==> config.mk <==
export PLATFORM = sky130hd
export DESIGN_NAME = usb_rx_deserializer_flat
export DESIGN_NICKNAME = d
export VERILOG_FILES = /design/src/rtl/usb_rx_deserializer_pkg.sv /design/src/rtl/usb_rx_deserializer_if.sv /design/src/rtl/usb_rx_deserializer_bit_recovery.sv /design/src/rtl/usb_rx_deserializer.sv /design/src/flat_wrapper.sv
export SDC_FILE = /design/constraint.sdc
export NUM_CORES = 1
export LEC_CHECK = 0
export CELL_PAD_IN_SITES_DETAIL_PLACEMENT = 1
export CELL_PAD_IN_SITES_GLOBAL_PLACEMENT = 2
export CORE_ASPECT_RATIO = 1.5
export CORE_MARGIN = 3
export CORE_UTILIZATION = 41
export DETAILED_ROUTE_END_ITERATION = 12
export PLACE_DENSITY = 0.85
export SYNTH_ARGS = -nofsm -noshare
export SYNTH_HDL_FRONTEND = slang
export SYNTH_SLANG_ARGS = --single-unit
==> constraint.sdc <==
create_clock -name clk -period 6.84 [get_ports clk]
set_input_delay 1.368 -clock clk [delete_from_list [all_inputs] [get_ports clk]]
set_output_delay 1.368 -clock clk [all_outputs]
set_load 0.01 [all_outputs]
==> src/rtl/usb_rx_deserializer_pkg.sv <==
// USB receive path shared types.
// Line states, FSM states and the line decoder.
package usb_rx_pkg;

  typedef enum logic [1:0] {
    J, K, SE0, SE1
  } line_state_t;

  typedef enum logic [2:0] {
    IDLE, SYNC, DATA, EOP, WAIT
  } rx_state_t;

  function automatic line_state_t decode_line(
    input logic dp,
    input logic dm
  );
    unique case ({dp, dm})
      2'b10:   return J;
      2'b01:   return K;
      2'b00:   return SE0;
      default: return SE1;
    endcase
  endfunction

endpackage

==> src/rtl/usb_rx_deserializer_if.sv <==
// Line inputs and decoded byte stream
// of the USB receive deserializer.
interface usb_rx_deserializer_if;

  logic       d_plus_in;
  logic       d_minus_in;
  logic [7:0] rx_data;
  logic       rx_valid;
  logic       rx_active;
  logic       rx_eop;
  logic       rx_error;

  modport master (
    input  d_plus_in, d_minus_in,
    output rx_data, rx_valid,
    output rx_active, rx_eop, rx_error
  );

  modport slave (
    output d_plus_in, d_minus_in,
    input  rx_data, rx_valid,
    input  rx_active, rx_eop, rx_error
  );

endinterface

==> src/rtl/usb_rx_deserializer_bit_recovery.sv <==
// Line synchroniser, line-state decode and
// edge-aligned sample strobe generation.
module usb_rx_bit_recovery
  import usb_rx_pkg::*;
#(
  parameter int OVERSAMPLE = 4
) (
  input  logic        clk,
  input  logic        RST,
  input  logic        d_plus_in,
  input  logic        d_minus_in,
  output line_state_t lstate,
  output logic        strobe
);

  localparam int PW = $clog2(OVERSAMPLE);
  localparam logic [PW-1:0] HALF =
    PW'(OVERSAMPLE / 2);
  localparam logic [PW-1:0] LAST =
    PW'(OVERSAMPLE - 1);

  logic [1:0]    dp_s;
  logic [1:0]    dm_s;
  line_state_t   lstate_q;
  logic [PW-1:0] phase;
  logic [PW-1:0] cnt;

  assign lstate = decode_line(dp_s[1], dm_s[1]);

  // An edge restarts the bit window in the same cycle.
  assign cnt    = (lstate != lstate_q) ? '0 : phase;
  assign strobe = (cnt == HALF);

  always_ff @(posedge clk or posedge RST) begin
    if (RST) begin
      dp_s     <= 2'b11;
      dm_s     <= 2'b00;
      lstate_q <= J;
      phase    <= '0;
    end else begin
      dp_s     <= {dp_s[0], d_plus_in};
      dm_s     <= {dm_s[0], d_minus_in};
      lstate_q <= lstate;
      phase    <= (cnt == LAST) ? '0 : cnt + 1'b1;
    end
  end

endmodule

==> src/rtl/usb_rx_deserializer.sv <==
// Oversampled USB receiver: NRZI decode, SYNC,
// unstuffing, LSB-first byte assembly and EOP.
module usb_rx_deserializer
  import usb_rx_pkg::*;
#(
  parameter int OVERSAMPLE = 4,
  parameter int SYNC_BITS  = 8,
  parameter int MAX_ONES   = 6
) (
  input logic                  clk,
  input logic                  RST,
  usb_rx_deserializer_if.master bus
);

  localparam int ZW = $clog2(SYNC_BITS + 1);
  localparam int OW = $clog2(MAX_ONES + 1);
  localparam logic [ZW-1:0] Z_END = ZW'(SYNC_BITS - 1);
  localparam logic [ZW-1:0] Z_MAX = ZW'(SYNC_BITS);
  localparam logic [OW-1:0] O_MAX = OW'(MAX_ONES);

  line_state_t lstate;
  logic        strobe;

  usb_rx_bit_recovery #(
    .OVERSAMPLE(OVERSAMPLE)
  ) u_rec (
    .clk       (clk),
    .RST       (RST),
    .d_plus_in (bus.d_plus_in),
    .d_minus_in(bus.d_minus_in),
    .lstate    (lstate),
    .strobe    (strobe)
  );

  rx_state_t     state;
  line_state_t   prev;
  logic [ZW-1:0] zcnt;
  logic [OW-1:0] ones;
  logic [2:0]    bcnt;
  logic [2:0]    jcnt;
  logic          se0_seen;
  logic [7:0]    sreg;
  logic [7:0]    data;
  logic          valid;
  logic          active;
  logic          eop;
  logic          err;
  logic          nrzi;
  logic          is_jk;
  logic [7:0]    shifted;

  assign nrzi    = (lstate == prev);
  assign is_jk   = (lstate == J) || (lstate == K);
  assign shifted = {nrzi, sreg[7:1]};

  always_ff @(posedge clk or posedge RST) begin
    if (RST) begin
      state    <= IDLE;
      prev     <= J;
      zcnt     <= '0;
      ones     <= '0;
      bcnt     <= '0;
      jcnt     <= '0;
      se0_seen <= 1'b0;
      sreg     <= '0;
      data     <= '0;
      valid    <= 1'b0;
      active   <= 1'b0;
      eop      <= 1'b0;
      err      <= 1'b0;
    end else begin
      valid <= 1'b0;
      eop   <= 1'b0;
      err   <= 1'b0;
      if (strobe) begin
        prev <= lstate;
        unique case (state)
          IDLE: begin
            jcnt     <= '0;
            se0_seen <= 1'b0;
            if (lstate == K) begin
              state <= SYNC;
              zcnt  <= ZW'(1);
            end
          end
          SYNC: begin
            if (!is_jk) begin
              err   <= 1'b1;
              state <= WAIT;
            end else if (!nrzi) begin
              if (zcnt != Z_MAX)
                zcnt <= zcnt + 1'b1;
            end else if (zcnt == Z_END) begin
              state  <= DATA;
              active <= 1'b1;
              ones   <= '0;
              bcnt   <= '0;
            end else begin
              err   <= 1'b1;
              state <= WAIT;
            end
          end
          DATA: begin
            if (lstate == SE0) begin
              state <= EOP;
            end else if (lstate == SE1 ||
                         (nrzi && ones == O_MAX)) begin
              err    <= 1'b1;
              active <= 1'b0;
              state  <= WAIT;
            end else if (ones == O_MAX) begin
              ones <= '0;
            end else begin
              sreg <= shifted;
              bcnt <= bcnt + 1'b1;
              ones <= nrzi ? ones + 1'b1 : '0;
              if (bcnt == 3'd7) begin
                data  <= shifted;
                valid <= 1'b1;
              end
            end
          end
          EOP: begin
            if (lstate == J) begin
              eop    <= 1'b1;
              err    <= (bcnt != 3'd0);
              active <= 1'b0;
              state  <= IDLE;
            end else if (lstate != SE0) begin
              err    <= 1'b1;
              active <= 1'b0;
              state  <= WAIT;
            end
          end
          WAIT: begin
            if (lstate == SE0) begin
              se0_seen <= 1'b1;
              jcnt     <= '0;
            end else if (lstate == J) begin
              if (se0_seen || jcnt == 3'd7)
                state <= IDLE;
              else
                jcnt <= jcnt + 1'b1;
            end else begin
              se0_seen <= 1'b0;
              jcnt     <= '0;
            end
          end
          default: state <= IDLE;
        endcase
      end
    end
  end

  assign bus.rx_data   = data;
  assign bus.rx_valid  = valid;
  assign bus.rx_active = active;
  assign bus.rx_eop    = eop;
  assign bus.rx_error  = err;

endmodule

==> src/flat_wrapper.sv <==
// flat-port wrapper written by rule: the top's interface ports become plain ports
module usb_rx_deserializer_flat import usb_rx_pkg::*;
#(
  parameter int OVERSAMPLE = 4,
  parameter int SYNC_BITS  = 8,
  parameter int MAX_ONES   = 6
)
  (clk, RST, bus_d_plus_in, bus_d_minus_in, bus_rx_data, bus_rx_valid, bus_rx_active, bus_rx_eop, bus_rx_error);
  usb_rx_deserializer_if bus_i ();
  input logic clk;
  input logic RST;
  input wire logic [$bits(bus_i.d_plus_in)-1:0] bus_d_plus_in;
  input wire logic [$bits(bus_i.d_minus_in)-1:0] bus_d_minus_in;
  output wire logic [$bits(bus_i.rx_data)-1:0] bus_rx_data;
  output wire logic [$bits(bus_i.rx_valid)-1:0] bus_rx_valid;
  output wire logic [$bits(bus_i.rx_active)-1:0] bus_rx_active;
  output wire logic [$bits(bus_i.rx_eop)-1:0] bus_rx_eop;
  output wire logic [$bits(bus_i.rx_error)-1:0] bus_rx_error;
  assign bus_i.d_plus_in = bus_d_plus_in;
  assign bus_i.d_minus_in = bus_d_minus_in;
  assign bus_rx_data = bus_i.rx_data;
  assign bus_rx_valid = bus_i.rx_valid;
  assign bus_rx_active = bus_i.rx_active;
  assign bus_rx_eop = bus_i.rx_eop;
  assign bus_rx_error = bus_i.rx_error;
  usb_rx_deserializer #(.OVERSAMPLE(OVERSAMPLE), .SYNC_BITS(SYNC_BITS), .MAX_ONES(MAX_ONES)) u_core (.clk(clk), .RST(RST), .bus(bus_i));
endmodule
---- Word-level counts from Yosys, hierarchy flattened ----
Cells that the tools add are included.
operators by class
  muxes and demuxes ....................... 65
  equality and inequality tests ........... 37
  $add $sub $neg .......................... 5
  bitwise logic cells ..................... 3
  reductions and logical operators ........ 21
operators by type and width
  kind                   number
  $mux W3                24
  $mux W1                26
  $reduce_and A8 Y1      3
  $pmux W3 S2            3
  $mux W4                4
  $ne A2 B1 Y1 const B   8
  $pmux W3 S5            1
  $eq A3 B3 Y1 const B   4
  $ne A2 B2 Y1 const B   6
  $reduce_and A6 Y1      2
  $eq A2 B2 Y1 const B   5
  $add A3 B1 Y3 const B  3
  $ne A4 B4 Y1 const B   2
  $pmux W4 S2            1
  $reduce_and A7 Y1      1
  $eq A3 B2 Y1 const B   2
  $ne A3 B1 Y1 const B   2
  $pmux W1 S3            2
  $pmux W2 S3            1
  $reduce_and A3 Y1      2
  $reduce_bool A2 Y1     3
  $reduce_bool A3 Y1     2
  $reduce_and A5 Y1      1
  $add A4 B1 Y4 const B  1
  15 further kinds       22
word-level totals
  input port bits ......................... 4
  output and inout bits ................... 12
  flip-flop bits (word level) ............. 47
  word-level logic and storage cells ...... 148

---- Logic depth before layout (Yosys ltp) ----
  depth in word-level cells ............... 9
  mapped depth ............................ 13
  mapped depth without buffers ............ 12

---- By module ----
From an unflattened synthesis, not the netlist that was laid out.
unflattened totals
  cell total of the unflattened synthesis .. 229
  area, all modules ....................... 2423.6 um^2
modules (own cells, without submodules)
  module               cells each  seq. area each (um^2)  area an instance (um^2)  instances
  usb_rx_deserializer  208         950.9                  2114.5                   1
  usb_rx_bit_recovery  21          202.7                  309.0                    1

---- Worst setup path before layout ----
No wires, ideal clock.
  kind .................................... reg2reg
  from .................................... register u_core.u_rec.dp_s[1]
  to ...................................... register u_core.bcnt[0]
  stages on the path, launching flop included .. 14
  path buffers ............................ 2
  data required time ...................... 6.715 ns
  arrival ................................. 3.112 ns
  setup slack ............................. 3.603 ns
  path through ............................ dfstp_2 -> inv_1 -> ha_1 -> buf_1 -> xnor2_1 -> nor2_1 -> and2_1 -> ha_1 -> clkbuf_1 -> nand2b_1 -> or3_4 -> o31ai_4 -> o221ai_2 -> mux2_4
between the ends
  cells in the longest elaborated chain, start to end .. 7
RTL lines
  what                                        line                                    source
  start, declared                             usb_rx_deserializer_bit_recovery.sv:22  logic [1:0] dp_s;
  start signal, assigned                      usb_rx_deserializer_bit_recovery.sv:41  dp_s <= {dp_s[0], d_plus_in};
  $eq A2 B1 Y1, or another cell as far along  usb_rx_deserializer_pkg.sv:17           unique case ({dp, dm})
  $pmux W2 S3 *                               usb_rx_deserializer_pkg.sv:17
  $eq A2 B2 Y1                                usb_rx_deserializer.sv:52               assign nrzi = (lstate == prev);
  $logic_and A1 B1 Y1                         usb_rx_deserializer.sv:107              (nrzi && ones == O_MAX)) begin
  $logic_or A1 B1 Y1                          usb_rx_deserializer.sv:106              end else if (lstate == SE1 ||
  $ne A2 B2 Y1 (no line)                      -
  $reduce_and A8 Y1 (no line) *               -
  end signal, assigned                        usb_rx_deserializer.sv:115              bcnt <= bcnt + 1'b1;
  end, declared                               usb_rx_deserializer.sv:39               logic [2:0] bcnt;
Mark *: on every way between the ends. The rest lies on a longest branch, timed or not.
A chain may end at the register's enable or synchronous reset.

---- Worst setup path in the final report ----
  from .................................... register u_core.u_rec.dp_s[1]
  to ...................................... register u_core.data[0] (netlist: u_core.bus.rx_data[0])
between the ends
  cells in the longest elaborated chain, start to end .. 7
RTL lines
  what                                                                  line                           source
  $eq A2 B1 Y1, or another cell as far along                            usb_rx_deserializer_pkg.sv:17
  $pmux W2 S3 *                                                         usb_rx_deserializer_pkg.sv:17
  parallel branches: the longest is 4 deep, another holds $ne A2 B2 Y1  -
  $reduce_and A6 Y1 (no line) *                                         -
  end signal, assigned                                                  usb_rx_deserializer.sv:118     data <= shifted;
  end, declared                                                         usb_rx_deserializer.sv:43      logic [7:0] data;
Every way passes the cells marked *.

==> out/metrics.cfg <==
[status]
outcome=finished clean

[logic_synthesis]
yosysTopAreaCell=dfrtp_1
synth_cell_types=55
ys_seq_elements=46
syn_nets=246
synth_top_area_share_pct=46.63
synth-edff-count=0
synthesis.area_um2=2361
synthArstFlopShare_pct=100.0
ys_top_cells_by_area=dfrtp_1 47%, ha_1 7.9%, nand2_1 5.6%
seq_area_frac_synth_pct=48.86
syn_avg_cell_area_um2=10.40
syn_inst=227
yosys_warnings=0
yosys_most_used_dff=dfrtp_1

[finish]
fin_area_um2=2650
final_common_cell=dfrtp_1
diodes=0
layout_common_cells=44 x dfrtp_1, 35 x nand2_1, 18 x inv_1, 15 x ha_1, 15 x clkdlybuf4s50_1
area_delta_synth_final_pct=12.24
fillers=644
fin_nets=260
drive_gt1_share_pct=11.98

[clock_tree]
cts_tree=built
numClockSinks=46
clk_latency_ns=0.29
cts-root-buf=clkbuf_8
post_cts_resized=0
numCtsBuffers=5
h-tree-depth=2
ctsHoldBuffers=0
clk_pin_slew_worst_paths_ns=0.08
cts_setup_buffers=0
cts_buffer_depth=2

[floorplan]
start_util_pct=42.67
fp.dieW_um=67.96
core_um2=5533
chipHeight_um=98.94
rows=33
dieArea_um2=6724
io_pins=16

[power_and_ir_drop]
vdd.ir_drop.worst_mv=0.1109
clockPowerShare_pct=27.2
internal_power_w=0.0004300
p_leak_nw=1.238
pwr-share-comb_pct=21.1
power_density_nw_per_um2=238.8
p_total_w=0.0006329
power_frac_seq_pct=51.6
power_switching_w=0.0002030
swShare_pct=32.07

[sta]
worst_pin_slew_ns=0.9537
maxSlewHeadroom_pct=36.33
setup_tns_ns=0
fin_crit_sh_pct=50.73
period_minus_slack_ns=3.470
rsz0062_at_grt=false
maxSlewViolCount=0
finalSetupViolations=0
final.setup_skew_ns=0.008996
max_freq_ghz=0.2882
hold_viol=0

[setup_path]
endpoint_kind=flop
crit_slowest_cell=nor3_2
critPathMaxStageDelay_ns=0.57
critPathTopFamily=simple AND/OR/NAND/NOR gates
critPathKind=reg -> reg
worstPathMaxFanout=12
arrival_ns=3.64
crit_required_ns=7.01
start_kind=flop
critPathBufInv=1
crit_chain=inv_1 > ha_1 > xnor2_1 > nor2_1 > and2_1 > ha_1 > nand3_2 > nor3_2 > nand2_2 > mux2_2
cp_common_cell=ha_1

[detailed_routing]
top_layer=met4
wl_met1_mm=2.200
post-route-drc-count=0
antenna_left=0
drt_first_iter_violations=64
via_per_inst=5.468
first_pass_iters=4
vias=1706
route.met2.wl_mm=2.807
wl_met3_um=80
wl_mm=5.148
wl_per_cell_um=16.50

[grt]
antenna_found_initial=0
grt-ovfl-total=0
grt_start_max_net_pins=47
grt_pass1_vias=1845
grt_pass1_wl_mm=8.997
track_usage_pct=17.44

[placed_design]
io_buffers=15
gp_congestion=0.7434
place_area_um2=2559
dp_hpwl_mm=3.834

[worst_hold_path]
hold_class=reg -> reg

[job]
cap_viol_max_count=0

==> stage by stage <==
stage / hold slack (ns) / setup WS [ns] / utilization, % / cells
6_report: 0.3588 / 3.370 / 47.90 / 312
5_1_grt: 0.3644 / 3.046 / 47.90 / 312
4_1_cts: 0.3595 / 3.325 / 47.90 / 312
3_5_place_dp: 0.3475 / 3.376 / 46.25 / 304
3_3_place_gp: 0.3334 / 3.452 / 46.25 / 304
2_1_floorplan: 0.3312 / 3.603 / - / 227
==> routing by layer <==
| metal | track usage (%) | vias to the layer above |
|---|---|---|
| met5 | 0 | - |
| met4 | 5.054 | 0 |
| met3 | 2.965 | 4 |
| met2 | 31.28 | 15 |
| met1 | 20.56 | 866 |
| li1 | - | 821 |
==> worst reg2reg max path: stages (launching register included) <==
cell     delay (ns)
dfstp_2        0.55
inv_1          0.07
ha_1           0.47
xnor2_1        0.19
nor2_1         0.15
and2_1         0.15
ha_1           0.38
nand3_2        0.20
nor3_2         0.57
nand2_2        0.29
mux2_2         0.34
==> state kept, by name (all words and copies together) (netlist names) <==
name / count
u_core.u_rec.dm_s: 2
u_core.jcnt: 3
u_core.bus.rx_error: 1
u_core.u_rec.dp_s: 2
u_core.zcnt: 4
u_core.state: 3
u_core.u_rec.lstate_q: 2
u_core.bus.rx_valid: 1
u_core.se0_seen: 1
u_core.bus.rx_active: 1
u_core.u_rec.phase: 2
u_core.bus.rx_data: 8
u_core.prev: 2
u_core.ones: 3
u_core.bcnt: 3
u_core.sreg: 7
u_core.bus.rx_eop: 1
==> cell type report <==
cell class | instances | area, um^2 | area share [%]
Clock buffer | 7 | 86.33 | 3.258
Clock inverter | 1 | 5.005 | 0.1889
Inverter | 19 | 71.32 | 2.691
Multi-Input combinational cell | 154 | 1096 | 41.36
Sequential cell | 46 | 1154 | 43.53
Tap cell | 70 | 87.58 | 3.305
Timing Repair Buffer | 15 | 150.1 | 5.666
==> final timing paths <==
check	startpoint	to	slack, ns	depth (start not counted)
worst max-delay path	u_core.u_rec.dp_s[1]	u_core.bus.rx_data[0]	3.37	10
worst min-delay path	u_core.u_rec.dp_s[0]	u_core.u_rec.dp_s[1]	0.36	0
worst max register to register	u_core.u_rec.dp_s[1]	u_core.bus.rx_data[0]	3.37	10
worst min register to register	u_core.u_rec.dp_s[0]	u_core.u_rec.dp_s[1]	0.36	0
max in group asynchronous	RST	u_core.state[1]	4.64	2
min in group asynchronous	RST	u_core.bus.rx_active	1.62	2
==> kinds of logic (layout without fill, tap and decap cells) <==
family          Yosys count  after routing  synth area share [%]
simple gates             77             77                 16.27
compound gates           46             46                 14.89
buf+inv                  27             42                 4.716
mux                      13             13                 6.200
xor+xnor                  3              3                 1.113
flops                    46             46                 48.86
fa+ha+maj                15             15                 7.949
==> power groups by stage <==
stage	Combinational, W	Sequential (W)	Clock [W]
after detailed placement	0.000133	0.000332	0
final	0.000134	0.000327	0.000172
after global placement	0.000132	0.000331	0
after floorplan	0.000114	0.000314	0
after global routing	0.000152	0.000331	0.000190
after CTS	0.000134	0.000327	0.000177
==> synth_stat cells (3+ instances only) <==
library cell,n
a21oi_1,4
a22o_1,6
a31oi_1,3
clkbuf_1,4
dfrtp_1,44
ha_1,15
inv_1,19
mux2_2,9
mux2i_1,3
nand2_1,35
nand2b_1,3
nand3_1,3
nor2_1,10
nor3_1,6
o211ai_1,3
o21ai_0,7
or3_1,3
xnor2_1,3
Note: power is estimated with default switching activity, not from simulation.
